==> config.mk <==
export PLATFORM = sky130hd
export DESIGN_NAME = uart_rx_monitor_flat
export DESIGN_NICKNAME = d
export VERILOG_FILES = /design/src/rtl/uart_rx_monitor_if.sv /design/src/rtl/uart_rx_monitor.sv /design/src/flat_wrapper.sv
export SDC_FILE = /design/constraint.sdc
export NUM_CORES = 1
export LEC_CHECK = 0
export ABC_AREA = 1
export CELL_PAD_IN_SITES_DETAIL_PLACEMENT = 1
export CELL_PAD_IN_SITES_GLOBAL_PLACEMENT = 2
export CORE_MARGIN = 8
export CORE_UTILIZATION = 35
export DETAILED_ROUTE_END_ITERATION = 10
export GPL_TIMING_DRIVEN = 0
export PLACE_DENSITY_LB_ADDON = 0.1
export SLEW_MARGIN = 20
export SYNTH_ARGS = -nofsm -noshare
export SYNTH_HDL_FRONTEND = slang
export SYNTH_SLANG_ARGS = --single-unit
==> constraint.sdc <==
create_clock -name io_clock -period 3.7 [get_ports io_clock]
set_clock_uncertainty 0.05 [all_clocks]
set_input_delay 0.37 -clock io_clock [delete_from_list [all_inputs] [get_ports io_clock]]
set_output_delay 0.37 -clock io_clock [all_outputs]
set_load 0.01 [all_outputs]
==> src/rtl/uart_rx_monitor_if.sv <==
// Show-ahead byte stream from the UART receive monitor to its consumer.
// The producer drives valid/payload; the consumer drives ready.
interface uart_rx_monitor_if #(
   parameter int DATA_BITS = 8
);
   logic                 io_data_valid;
   logic                 io_data_ready;
   logic [DATA_BITS-1:0] io_data_payload;

   modport master (
      output io_data_valid,
      output io_data_payload,
      input  io_data_ready
   );

   modport slave (
      input  io_data_valid,
      input  io_data_payload,
      output io_data_ready
   );
endinterface

==> src/rtl/uart_rx_monitor.sv <==
// UART 8N1 receiver feeding a show-ahead byte FIFO, with CTS driven
// from FIFO occupancy. Bench-side monitor for the SoC uartStd TX line.
module uart_rx_monitor #(
   parameter int CLOCK_HZ   = 100000000,
   parameter int BAUD       = 115200,
   parameter int DATA_BITS  = 8,
   parameter int FIFO_DEPTH = 16
) (
   input  logic                            io_clock,
   input  logic                            io_reset,
   input  logic                            io_rxd,
   output logic                            io_cts,
   uart_rx_monitor_if.master               data,
   output logic                            io_frameError,
   output logic                            io_overflow,
   output logic [$clog2(FIFO_DEPTH+1)-1:0] io_fifoLevel
);
   localparam int CPB = CLOCK_HZ / BAUD;
   localparam int CW  = $clog2(CPB + 1);
   localparam int BW  = $clog2(DATA_BITS + 1);
   localparam int AW  = $clog2(FIFO_DEPTH);
   localparam int LW  = $clog2(FIFO_DEPTH + 1);

   localparam logic [CW-1:0] HALF_M1 = CW'(CPB / 2 - 1);
   localparam logic [CW-1:0] FULL_M1 = CW'(CPB - 1);
   localparam logic [BW-1:0] LAST_B  = BW'(DATA_BITS - 1);
   localparam logic [LW-1:0] FULL_L  = LW'(FIFO_DEPTH);
   localparam logic [LW-1:0] CTS_L   = LW'(FIFO_DEPTH - 2);

   typedef enum logic [2:0] {
      S_BREAK,
      S_IDLE,
      S_START,
      S_DATA,
      S_STOP
   } state_t;

   logic       sync1, sync2, prev;
   logic [1:0] settle;
   logic       primed, fall;

   state_t               state, state_n;
   logic [CW-1:0]        cnt, cnt_n;
   logic [BW-1:0]        bits, bits_n;
   logic [DATA_BITS-1:0] shift, shift_n;
   logic                 push, ferr;

   logic [DATA_BITS-1:0] mem [FIFO_DEPTH];
   logic [AW-1:0]        wr, rd;
   logic [LW-1:0]        level, level_n;
   logic                 valid, pop, full, wr_en, drop;

   // sync flops hold their reset value for two cycles after reset,
   // so BREAK must not trust them until the real pin has shifted in
   always_ff @(posedge io_clock) begin
      if (io_reset) begin
         sync1  <= 1'b1;
         sync2  <= 1'b1;
         prev   <= 1'b1;
         settle <= 2'd0;
      end else begin
         sync1 <= io_rxd;
         sync2 <= sync1;
         prev  <= sync2;
         if (!settle[1]) settle <= settle + 2'd1;
      end
   end

   assign primed = settle[1];
   assign fall   = prev & ~sync2;

   always_ff @(posedge io_clock) begin
      if (io_reset) begin
         state <= S_BREAK;
         cnt   <= '0;
         bits  <= '0;
         shift <= '0;
      end else begin
         state <= state_n;
         cnt   <= cnt_n;
         bits  <= bits_n;
         shift <= shift_n;
      end
   end

   always_comb begin
      state_n = state;
      cnt_n   = cnt + 1'b1;
      bits_n  = bits;
      shift_n = shift;
      push    = 1'b0;
      ferr    = 1'b0;
      unique case (state)
         S_BREAK: begin
            cnt_n = '0;
            if (primed && sync2) state_n = S_IDLE;
         end
         S_IDLE: begin
            cnt_n = '0;
            if (fall) state_n = S_START;
         end
         S_START: begin
            if (cnt == HALF_M1) begin
               cnt_n   = '0;
               bits_n  = '0;
               state_n = sync2 ? S_IDLE : S_DATA;
            end
         end
         S_DATA: begin
            if (cnt == FULL_M1) begin
               cnt_n   = '0;
               shift_n = {sync2, shift[DATA_BITS-1:1]};
               bits_n  = bits + 1'b1;
               if (bits == LAST_B) state_n = S_STOP;
            end
         end
         S_STOP: begin
            if (cnt == FULL_M1) begin
               cnt_n = '0;
               if (sync2) begin
                  push    = 1'b1;
                  state_n = S_IDLE;
               end else begin
                  ferr    = 1'b1;
                  state_n = S_BREAK;
               end
            end
         end
         default: state_n = S_BREAK;
      endcase
   end

   assign valid = (level != '0);
   assign full  = (level == FULL_L);
   assign pop   = valid & data.io_data_ready;
   assign wr_en = push & (~full | pop);
   assign drop  = push & full & ~pop;

   always_comb begin
      level_n = level;
      if (wr_en && !pop) level_n = level + 1'b1;
      else if (!wr_en && pop) level_n = level - 1'b1;
   end

   always_ff @(posedge io_clock) begin
      if (wr_en) mem[wr] <= shift;
   end

   always_ff @(posedge io_clock) begin
      if (io_reset) begin
         wr            <= '0;
         rd            <= '0;
         level         <= '0;
         io_overflow   <= 1'b0;
         io_cts        <= 1'b1;
         io_frameError <= 1'b0;
      end else begin
         if (wr_en) wr <= wr + 1'b1;
         if (pop) rd <= rd + 1'b1;
         level         <= level_n;
         if (drop) io_overflow <= 1'b1;
         io_cts        <= (level_n <= CTS_L);
         io_frameError <= ferr;
      end
   end

   assign io_fifoLevel         = level;
   assign data.io_data_valid   = valid;
   assign data.io_data_payload = valid ? mem[rd] : '0;
endmodule

==> src/flat_wrapper.sv <==
// flat-port wrapper written by rule: the top's interface ports become plain ports
module uart_rx_monitor_flat 
#(
   parameter int CLOCK_HZ   = 100000000,
   parameter int BAUD       = 115200,
   parameter int DATA_BITS  = 8,
   parameter int FIFO_DEPTH = 16
)
  (io_clock, io_reset, io_rxd, io_cts, io_frameError, io_overflow, io_fifoLevel, data_io_data_valid, data_io_data_payload, data_io_data_ready);
  uart_rx_monitor_if #(.DATA_BITS(DATA_BITS)) data_i ();
  input  logic io_clock;
  input  logic io_reset;
  input  logic io_rxd;
  output logic io_cts;
  output logic io_frameError;
  output logic io_overflow;
  output logic [$clog2(FIFO_DEPTH+1)-1:0] io_fifoLevel;
  output wire logic [$bits(data_i.io_data_valid)-1:0] data_io_data_valid;
  output wire logic [$bits(data_i.io_data_payload)-1:0] data_io_data_payload;
  input wire logic [$bits(data_i.io_data_ready)-1:0] data_io_data_ready;
  assign data_io_data_valid = data_i.io_data_valid;
  assign data_io_data_payload = data_i.io_data_payload;
  assign data_i.io_data_ready = data_io_data_ready;
  uart_rx_monitor #(.CLOCK_HZ(CLOCK_HZ), .BAUD(BAUD), .DATA_BITS(DATA_BITS), .FIFO_DEPTH(FIFO_DEPTH)) u_core (.io_clock(io_clock), .io_reset(io_reset), .io_rxd(io_rxd), .io_cts(io_cts), .data(data_i), .io_frameError(io_frameError), .io_overflow(io_overflow), .io_fifoLevel(io_fifoLevel));
endmodule
==> results.cfg <==
[layout]
num_antenna_cells = 0
final_nets = 749
stdcell_count = 1023
drive_gt1_share_pct = 8.69
syn2layout_area_growth_pct = 15.8

[placed_design]
hpwl_mm = 14.2
gp_congestion = 0.779
placed_cells = 991
io_buffers = 20

[synth]
syn-num-nets = 710
synthTopCellsByArea = edfxtp_1, dfxtp_1, nor2_1
yosysWarnings = 0
ys_seq_elements = 178
async_flop_share_pct = 0
syn_area_um2 = 7440
yosysMostFrequentCell = nor2_1
synth_commonest_cells = nor2_1, edfxtp_1, o21ai_0
synth_area_per_cell_um2 = 10.7
yosys.area.top_type = edfxtp_1
yosysTopAreaCellShare_pct = 51.7
ys_types = 46
syn_inst = 696
ys_seq_area_share_pct = 65.2
synth_edf_count = 128
synthFlopType = edfxtp_1

[setup_path]
crit_chain = clkbuf_1 -> inv_1 -> clkbuf_1 -> o221ai_1 -> nand3_1 -> a21oi_1 -> clkdlybuf4s50_1
start_kind = flop
crit_top_cell = clkbuf_1
critical_path_arrival_ns = 3.10
required_ns = 3.28
critPathKind = flop to output pin
endpoint_kind = output pin
cp_slowest_cell = clkbuf_1
cp_max_fo = 10
critPathMaxStageDelay_ns = 0.62
rr_worst_depth = 9

[drt]
drt-total-wl_mm = 20.2
num_vias = 5202
dr.pass1.iters = 4
routedWlPerCell_um = 19.7
drc = 0
drt_iter0_markers = 246
detail-route-antenna-nets = 0
post_drt_via_cell_ratio = 5.09

[power]
p_leak_nw = 3.33
total_power_w = 0.00586
powerDensity_nw_per_um2 = 680
peakVddDrop_v = 0.000342

[clock_network]
cts_tree = built
cts-htree-levels = 4
cts_inserted_buffers = 17
post_cts_buffers = 0
clk_pin_slew_worst_paths_ns = 0.07
root_buffer = clkbuf_16
insertion_delay_ns = 0.43
cts.repair.resized = 0
cts.sinks = 178
ctsHoldBuffers = 0
clockBufferDepth = 2

[timing]
slew_headroom_pct = 29.7
grt_setup_unrepaired = no
fin_setup_tns_ns = 0
timing.final.crit_period_ns = 3.52
timing.final.hold_violations = 0
max_freq_mhz = 284
slew_violations = 0
worst_pin_slew_ns = 1.05
finalCritPeriodShare_pct = 95.2
timing.final.setup_violations = 0

[die]
io_pins = 21
die-area_um2 = 26200
core.rowCount = 53
die_x_um = 162
core-area_um2 = 21000
start_util_pct = 35.5
die_y_um = 162

[hold_path]
min_path_cells = 1
hp-class = flop to flop

[job]
cap_violations = 0

[global_route]
grt_overflow = 0
grt_usage_pct = 15.9
grt_antenna_before_repair = 0
grt_pass1_wl_mm = 31.5
grt_pass1_vias = 5489
grt_max_degree = 19

[run_status]
run_status = completed
[critical path: cells and delay by family (launching register included)]
kind	cells	cell delay, ns
AND/OR/NAND/NOR	1	0.18
buffers and inverters	4	1.70
AO/OA/AOI/OAI	2	0.49
flip-flops	1	0.30
[where the power goes]
group / switching [W] / leakage, nW / internal [W]
Combinational: 0.00111 / 1.13 / 0.000565
Clock: 0.000790 / 0.301 / 0.00115
Sequential: 0.0000726 / 1.90 / 0.00217
Total: 0.00197 / 3.33 / 0.00388
[final timing paths]
check                      from                      end  slack (ns)
setup reg to reg  u_core.cnt[0]        u_core.mem[11][7]        0.94
hold / removal     u_core.sync1             u_core.sync2        0.36
hold reg to reg    u_core.sync1             u_core.sync2        0.36
setup / recovery           flop  data_io_data_payload[6]        0.18
[per-stage QoR]
| step | utilization, % | worst slack (ns) | hold slack, ns | cell area (um^2) |
|---|---|---|---|---|
| 2_1_floorplan | - | 1.61 | 0.339 | 7440 |
| 3_3_place_gp | 38.1 | 0.637 | 0.348 | 7980 |
| 3_5_place_dp | 38.1 | 0.640 | 0.348 | 7980 |
| 4_1_cts | 41.1 | 0.175 | 0.365 | 8610 |
| 5_1_grt | 41.1 | 0.0520 | 0.395 | 8610 |
| 6_report | 41.1 | 0.176 | 0.363 | 8610 |
[layer usage]
layer	vias to the layer above	track usage (%)	share of wire (%)
met4	0	5.77	2.0
met5	-	0	0
li1	2519	-	-
met2	81	28.6	51
met3	29	2.71	3.5
met1	2573	18.6	43
[final cells by class]
type	instances	area, um^2
clock inverters	13	199
plain buffers	27	113
repair buffers	20	200
fillers	2352	12300
inverters	60	225
clock buffers	19	433
well taps	275	344
multi-input cells	431	2250
flip-flops and latches	178	4840
[layout by cell type, fill, tap and decap left out, types with 2 or more instances in the layout]
cell type,synthesis,final
a21oi_1,24,24
buf_1,3,3
buf_2,3,3
bufinv_16,0,4
clkbuf_1,20,22
clkbuf_16,0,17
clkdlybuf4s50_1,0,20
clkinv_4,0,3
clkinvlp_4,0,2
dfxtp_1,50,50
edfxtp_1,128,128
ha_1,10,10
inv_1,52,52
inv_2,7,7
inv_6,0,3
nand2_1,58,58
nand2_2,3,3
nand2_4,2,2
nand3_1,32,32
nand4_1,7,7
nor2_1,132,132
nor2_2,4,4
nor2_4,3,3
nor3_1,8,8
o21ai_0,85,85
o221ai_1,24,24
o22ai_1,8,8
or2_1,2,2
or2_2,4,4
xnor2_1,3,3
xor2_1,3,3
[sequential cells by signal, indices dropped and copies added (netlist names), named ones only]
| register | cells |
|---|---|
| u_core.cnt | 10 |
| u_core.sync2 | 1 |
| u_core.shift | 8 |
| u_core.wr | 4 |
| u_core.sync1 | 1 |
| u_core.rd | 4 |
| u_core.io_fifoLevel | 5 |
| u_core.state | 3 |
| u_core.settle | 2 |
| u_core.prev | 1 |
| u_core.mem | 128 |
| u_core.io_overflow | 1 |
| u_core.bits | 4 |
| u_core.io_frameError | 1 |
| u_core.io_cts | 1 |
[kinds of logic after synthesis]
logic type / after synthesis / share of synthesized area (%)
AOI/OAI and AO/OA: 151 / 11.9
and+or+nand+nor: 264 / 16.0
buffers and inverters: 87 / 4.54
adders and majority gates: 10 / 1.68
DFF: 178 / 65.2
xor gates and xnor gates: 6 / 0.707
Note: power is estimated with default switching activity, not from simulation.
